File: config.mk
export PLATFORM = sky130hd
export DESIGN_NAME = nbit_serial_addsub
export DESIGN_NICKNAME = d
export VERILOG_FILES = /design/src/rtl/nbit_serial_addsub.sv
export SDC_FILE = /design/constraint.sdc
export NUM_CORES = 1
export LEC_CHECK = 0
export CAP_MARGIN = 5
export CELL_PAD_IN_SITES_DETAIL_PLACEMENT = 1
export CELL_PAD_IN_SITES_GLOBAL_PLACEMENT = 2
export CORE_MARGIN = 8
export CORE_UTILIZATION = 34
export DETAILED_ROUTE_END_ITERATION = 16
export HOLD_SLACK_MARGIN = 0.08
export PLACE_DENSITY_LB_ADDON = 0.08
export SYNTH_ARGS = -nofsm -noshare
export SYNTH_HDL_FRONTEND = slang
export SYNTH_SLANG_ARGS = --single-unit
File: constraint.sdc
create_clock -name clk -period 4.3 [get_ports clk]
set_clock_uncertainty 0.15 [all_clocks]
set_input_delay 0.86 -clock clk [delete_from_list [all_inputs] [get_ports clk]]
set_output_delay 0.86 -clock clk [all_outputs]
set_load 0.03 [all_outputs]
File: src/rtl/nbit_serial_addsub.sv
// nbit_serial_addsub: multi-cycle N-bit add/subtract, CHUNK bits per cycle, LSB chunk first.
// Define NBIT_ADDSUB_SAT_EN to clamp the result to the signed range on overflow.
module nbit_serial_addsub #(
    parameter int N     = 8,
    parameter int CHUNK = 4
) (
    input  logic         clk,
    input  logic         rst_n,
    input  logic         in_valid,
    output logic         in_ready,
    input  logic [N-1:0] A,
    input  logic [N-1:0] B,
    input  logic         sub,
    output logic         out_valid,
    input  logic         out_ready,
    output logic [N-1:0] Y,
    output logic         cout,
    output logic         overflow,
    output logic         zero,
    output logic         negative
);
    localparam int NC = N / CHUNK;
    localparam int CW = (NC > 1) ? $clog2(NC) : 1;

    typedef enum logic [1:0] {IDLE, RUN, DONE} state_t;

    state_t           r_state, w_next_state;
    logic [N-1:0]     r_a, r_b, r_y;
    logic             r_carry, r_cout, r_ovf, r_zero, r_neg;
    logic [CW-1:0]    r_cnt;
    int               w_base;
    logic [CHUNK-1:0] w_a_ch, w_b_ch;
    logic [CHUNK:0]   w_sum;
    logic             w_cin_msb, w_ovf, w_last;
    logic [N-1:0]     w_y_next, w_y_fin;

    always_comb begin
        w_next_state = r_state;
        in_ready     = r_state == IDLE;
        out_valid    = r_state == DONE;
        if (r_state == IDLE && in_valid)
            w_next_state = RUN;
        else if (r_state == RUN && w_last)
            w_next_state = DONE;
        else if (r_state == DONE && out_ready)
            w_next_state = IDLE;
    end

    always_comb begin
        w_base    = int'(r_cnt) * CHUNK;
        w_a_ch    = r_a[w_base +: CHUNK];
        w_b_ch    = r_b[w_base +: CHUNK];
        w_sum     = {1'b0, w_a_ch} + {1'b0, w_b_ch} + {{CHUNK{1'b0}}, r_carry};
        // sum bit = a ^ b ^ cin, so the carry into the top bit falls out without a second adder
        w_cin_msb = w_sum[CHUNK-1] ^ w_a_ch[CHUNK-1] ^ w_b_ch[CHUNK-1];
        w_ovf     = w_cin_msb ^ w_sum[CHUNK];
        w_last    = r_cnt == CW'(NC - 1);
        w_y_next  = r_y;
        w_y_next[w_base +: CHUNK] = w_sum[CHUNK-1:0];
`ifdef NBIT_ADDSUB_SAT_EN
        // a wrapped result carries the wrong sign, so its MSB picks the opposite rail
        w_y_fin   = w_ovf ? (w_y_next[N-1] ? {1'b0, {(N-1){1'b1}}} : {1'b1, {(N-1){1'b0}}}) : w_y_next;
`else
        w_y_fin   = w_y_next;
`endif
    end

    always_ff @(posedge clk or negedge rst_n) begin
        if (!rst_n) begin
            r_state <= IDLE;
            r_a     <= '0;
            r_b     <= '0;
            r_y     <= '0;
            r_carry <= 1'b0;
            r_cnt   <= '0;
            r_cout  <= 1'b0;
            r_ovf   <= 1'b0;
            r_zero  <= 1'b0;
            r_neg   <= 1'b0;
        end else begin
            r_state <= w_next_state;
            if (r_state == IDLE && in_valid) begin
                r_a     <= A;
                r_b     <= B ^ {N{sub}};
                r_carry <= sub;
                r_cnt   <= '0;
            end
            if (r_state == RUN) begin
                r_carry <= w_sum[CHUNK];
                r_cnt   <= r_cnt + 1'b1;
                r_y     <= w_last ? w_y_fin : w_y_next;
                if (w_last) begin
                    r_cout <= w_sum[CHUNK];
                    r_ovf  <= w_ovf;
                    r_zero <= w_y_fin == '0;
                    r_neg  <= w_y_fin[N-1];
                end
            end
        end
    end

    assign Y        = r_y;
    assign cout     = r_cout;
    assign overflow = r_ovf;
    assign zero     = r_zero;
    assign negative = r_neg;
endmodule
==> results.toml, run 1 <==
[sta]
min_period_ns = 2.97
setup_viol = 0
finalSetupTns_ns = 0
finalCritPeriodShare_pct = 69.0
tightestPinTransition_ns = 0.993
hold_violations = 0
timing.fmax_mhz = 337
relSlewSlack_pct = 33.8
slew_violations = 0
rsz0062_at_grt = "no"

[layout]
final_area_um2 = 2000
instances_no_fill = 223
num_antenna_cells = 0
final_cell_mix = "clkdlybuf4s50_1, dfrtp_1, mux2_2, a21oi_1, xnor2_1"
areaGrowthSynthToFinish_pct = 30.9
layout_commonest_cell = "clkdlybuf4s50_1"
drive_gt1_share_pct = 14.6
fin_nets = 196

[global_routing]
overflow = 0
grt_max_degree = 33
grt_pass1_wl_um = 6120
use_met1_pct = 11.5
grt.busiest_layer = "met2"
track_usage_pct = 10.8
grt_util_met2_pct = 18.3
antenna_found_initial = 0
use_met3_pct = 4.59
grt_pass1_vias = 1260

[power_and_ir_drop]
power.leakage_uw = 0.000847
irDropWorstVdd_mv = 0.273
p_per_area_nw_per_um2 = 938

[yosys]
synth-edff-count = 0
synth_fp_nets = 161
yosys_warnings = 0
yosysSeqAreaShare_pct = 52.3
synth_seq_cells = 32
synth_area_per_cell_um2 = 11.3
ys_async_sr_fraction_pct = 100
ys.flop_type = "dfrtp_1"
syn_inst = 135
synth_cell_types = 25
synth_area_um2 = 1530

[setup_path]
arrival_ns = 2.98
cp_num_buf_inv = 1
required_ns = 4.32
slowest_stage = "dfrtp_1"
rr_startpoint = "r_cnt"
r2r_setup_slack_ns = 1.33
cp-start-kind = "register"
cpPeakStageDelay_ns = 0.71
worstReg2RegEnd = "overflow"
worstRegToRegCells = 9
worstSetupEndpointType = "register"
critPathKind = "reg -> reg"
cp_max_fo = 13
crit_family = "flip-flops"
path_cells = "mux2i_1, fa_1, inv_1, fa_1, a21o_1, a21oi_1, xnor2_1, xnor2_1, mux2_2"

[die]
die_w_um = 83.1
dieHeight_um = 83.1
std_cell_rows = 24
io_pins = 35
start_util_pct = 35.2
dieArea_um2 = 6910
coreArea_um2 = 4350

[drt]
via_per_inst = 4.92
drt_pre_antenna_iters = 4
dr.first_iter.drc_count = 29
ant_nets = 0
routed_wl_um = 3480
post_drt_wl_per_cell_um = 15.6
drc_errors = 0
vias = 1098

[placement]
place_area_um2 = 1910
globalplace.congestion = 0.740
dp_cells = 215
io_buffer_count = 34
hpwlAfterDp_um = 2670

[cts]
ctsResizeCount = 0
clk_latency_ns = 0.28
cts_hold_buffers = 0
clk_path_buf_depth = 2
clk_pin_slew_ns = 0.07
numCtsBuffers = 5
htree_levels = 2
cts_tree = "done"
cts-root-buf = "clkbuf_8"
cts_setup_buffers = 0
clock-sinks = 32

[min_path]
min_from = "Y[4]"
hold_depth = 2
hold_path.class = "reg -> reg"
hold_end = "Y[4]"

[run]
cap_viol_max_count = 0

[run_status]
status = "complete, no violations"
-- report_power, final --
part	leakage, µW	internal [µW]	switching, µW
Combinational	0.000422	517	557
Sequential	0.000380	456	114
Clock	0.0000455	130	106
Total	0.000847	1100	777
-- cell usage after synthesis (all sizes together), types with 2 or more instances --
library cell  count  area share [%]
inv               3            0.74
buf               5             1.5
dfrtp            32              52
clkbuf            2            0.49
mux2             17              13
nor2             11             2.7
a21o              4             2.0
nand2            11             2.7
o21ai             9             2.9
mux2i             2             1.3
fa                2             2.6
xnor2            12             6.9
ha                3             2.5
a21oi            13             4.2
-- routing by layer --
| layer | part of all wire (%) | routed length (µm) |
|---|---|---|
| met5 | 0 | 0 |
| met4 | 1.4 | 48 |
| met3 | 5.1 | 179 |
| met2 | 51 | 1760 |
| met1 | 43 | 1490 |
-- worst reg2reg max path, stage by stage, from the launching register on --
cell and delay, ns:
dfrtp_1 0.71, mux2i_1 0.33, fa_1 0.23, inv_1 0.05, fa_1 0.41, a21o_1 0.20
a21oi_1 0.26, xnor2_1 0.13, xnor2_1 0.13, mux2_2 0.26
-- metrics by stage --
stage | hold slack (ns) | total power (µW) | util [%] | worst slack (ns)
2_1_floorplan | 0.325 | 1340 | - | 1.65
3_5_place_dp | 0.325 | 1670 | 44.0 | 1.30
5_1_grt | 0.376 | 2050 | 46.0 | 1.13
4_1_cts | 0.340 | 1920 | 46.0 | 1.30
6_report | 0.333 | 1880 | 46.0 | 1.33
3_3_place_gp | 0.307 | 1630 | 44.0 | 1.45
-- flip-flops by register name, indices dropped and copies added, names as in the netlist --
name      count
r_cnt         1
r_carry       1
negative      1
zero          1
Y             8
r_b           8
r_a           8
overflow      1
cout          1
r_state       2
-- final cells by class --
type / count / area, µm²
well taps: 52 / 65.1
fillers: 469 / 2350
inverters: 3 / 11.3
clock buffers: 8 / 90.1
multi-input cells: 93 / 689
flip-flops and latches: 32 / 801
repair buffers: 35 / 348
-- cell families (layout without fill, tap and decap cells) --
| logic type | Yosys count | after routing | share of synthesized area (%) |
|---|---|---|---|
| DFF | 32 | 32 | 52.3 |
| and+or+nand+nor | 29 | 29 | 8.50 |
| AOI/OAI and AO/OA | 27 | 27 | 9.72 |
| muxes | 19 | 19 | 14.3 |
| xor gates and xnor gates | 13 | 13 | 7.43 |
| buffers and inverters | 10 | 46 | 2.70 |
| adders and majority gates | 5 | 5 | 5.07 |
-- worst max path at each step --
stage,from,end,depth (start not counted)
after floorplan,r_cnt,overflow,10
after global placement,r_cnt,overflow,9
after detailed placement,r_cnt,overflow,9
after CTS,r_cnt,overflow,9
after global routing,r_cnt,overflow,9
final,r_cnt,overflow,9
Note: power is estimated with default switching activity, not from simulation.
==> inputs of run 2 (changes only) <==
Settings changed: CORE_UTILIZATION 34 to 28.
Clock period 4.3 ns to 2.65 ns, I/O delays scaled along.
==> results.toml, run 2 (synthesis gave the netlist of run 1 again) <==
[sta]
timing.fmax_mhz = 405
hold_violations = 0
tightestPinTransition_ns = 0.569
relSlewSlack_pct = 62.0
setup_viol = 0
finalCritPeriodShare_pct = 93.3
rsz0062_at_grt = "no"
finalSetupTns_ns = 0
min_period_ns = 2.47
slew_violations = 0

[cts]
cts_hold_buffers = 0
clock-sinks = 32
clk_latency_ns = 0.28
numCtsBuffers = 5
cts_tree = "done"
clk_pin_slew_ns = 0.07
htree_levels = 2
clk_path_buf_depth = 2
cts-root-buf = "clkbuf_8"

[drt]
ant_nets = 0
drc_errors = 0
vias = 1114
dr.first_iter.drc_count = 20
drt_pre_antenna_iters = 2
via_per_inst = 4.47
routed_wl_um = 3630
post_drt_wl_per_cell_um = 14.6

[global_routing]
grt_pass1_vias = 1280
track_usage_pct = 9.75
grt_pass1_wl_um = 6270
antenna_found_initial = 0
overflow = 0
grt_max_degree = 33

[die]
std_cell_rows = 27
die_w_um = 90.0
dieArea_um2 = 8090
dieHeight_um = 90.0
coreArea_um2 = 5410
start_util_pct = 28.3
io_pins = 35

[min_path]
hold_depth = 1
hold_path.class = "reg -> reg"
min_from = "negative"
hold_end = "negative"

[setup_path]
worstSetupEndpointType = "register"
cp-start-kind = "register"
path_cells = "buf_4, mux2_2, fa_2, a21o_1, a21oi_2, xnor2_1, xnor2_1, mux2_2"
critPathKind = "reg -> reg"
cp_max_fo = 6
r2r_setup_slack_ns = 0.18
arrival_ns = 2.49
crit_family = "multiplexers"
cp_num_buf_inv = 1
slowest_stage = "dfrtp_2"
cpPeakStageDelay_ns = 0.44
rr_startpoint = "r_cnt"
required_ns = 2.66
worstRegToRegCells = 8
worstReg2RegEnd = "overflow"

[layout]
instances_no_fill = 249
num_antenna_cells = 0
fillerInstances = 584
areaGrowthSynthToFinish_pct = 37.3
layout_commonest_cell = "clkdlybuf4s50_1"
fin_nets = 202
drive_gt1_share_pct = 22.0
final_cell_mix = "clkdlybuf4s50_1, dfrtp_1, mux2_2, xnor2_1, a21oi_1"

[power_and_ir_drop]
irDropWorstVdd_mv = 0.544
p_per_area_nw_per_um2 = 1580
power.leakage_uw = 0.000880

[run_status]
status = "complete, no violations"

[placement]
io_buffer_count = 34
dp_cells = 240
hpwlAfterDp_um = 2840
globalplace.congestion = 0.729

[run]
cap_viol_max_count = 0
[run 2: cell types whose count changed in the layout (fill, tap and decap cells not counted), moves of 2 or more]
cell and delta:
clkbuf_1 -2, fa_1 -2, buf_4 +6, fa_2 +2, clkinv_2 +2
[run 2: stage by stage]
step | utilization (%) | setup slack (ns) | total power, µW | instance area (µm²) | hold WS (ns)
2_1_floorplan | - | 0.0470 | 2170 | 1530 | 0.0844
3_3_place_gp | 36.6 | 0.122 | 2830 | 1980 | 0.309
3_5_place_dp | 36.6 | -0.0294 | 2890 | 1980 | 0.321
4_1_cts | 38.3 | 0.0129 | 3290 | 2070 | 0.336
5_1_grt | 38.9 | 0.0182 | 3640 | 2100 | 0.359
6_report | 38.9 | 0.179 | 3320 | 2100 | 0.325
[run 2: worst max-delay path by stage]
| stage | endpoint | slack [ns] | start | cells past startpoint |
|---|---|---|---|---|
| 2_1_floorplan | overflow | 0.05 | r_cnt | 10 |
| 3_3_place_gp | overflow | 0.12 | r_cnt | 9 |
| 3_5_place_dp | overflow | -0.03 | r_cnt | 9 |
| 4_1_cts | overflow | 0.01 | r_cnt | 9 |
| 5_1_grt | overflow | 0.02 | r_cnt | 9 |
| 6_report | overflow | 0.18 | r_cnt | 8 |
[run 2: final cells by class]
type	count	area [µm²]	area share, %
Timing Repair Buffer	41	393	18.7
Inverter	3	11.3	0.535
Tap cell	72	90.1	4.28
Sequential cell	32	802	38.1
Multi-Input combinational cell	93	714	34.0
Clock buffer	6	82.6	3.93
Clock inverter	2	10.0	0.476
[run 2: report_power, final]
part | switching (µW) | internal, µW
Clock | 174 | 207
Sequential | 176 | 742
Combinational | 1010 | 1010
Total | 1360 | 1960
[run 2: timing repair]
action                                  4_1_cts  5_1_grt
cloned                                        0        0
endpoints found under the setup margin        1        4
pin swaps                                     0        1
gates resized for setup                       1        5
setup buffers                                 0        1
[run 2: worst register-to-register path, delay by kind of cell (launching register included)]
family          cells  cell delay (ns)
flops               1             0.44
xor+xnor            2             0.24
compound gates      2             0.36
buf+inv             1             0.13
fa+ha+maj           1             0.41
mux                 2             0.63
[run 2: routing by layer]
layer / GRT usage, % / vias up / part of all wire, %
met1: 10.8 / 544 / 43
met3: 3.74 / 8 / 5.3
met2: 15.9 / 23 / 50
li1: - / 539 / -
met4: 4.99 / 0 / 1.9
met5: 0 / - / 0
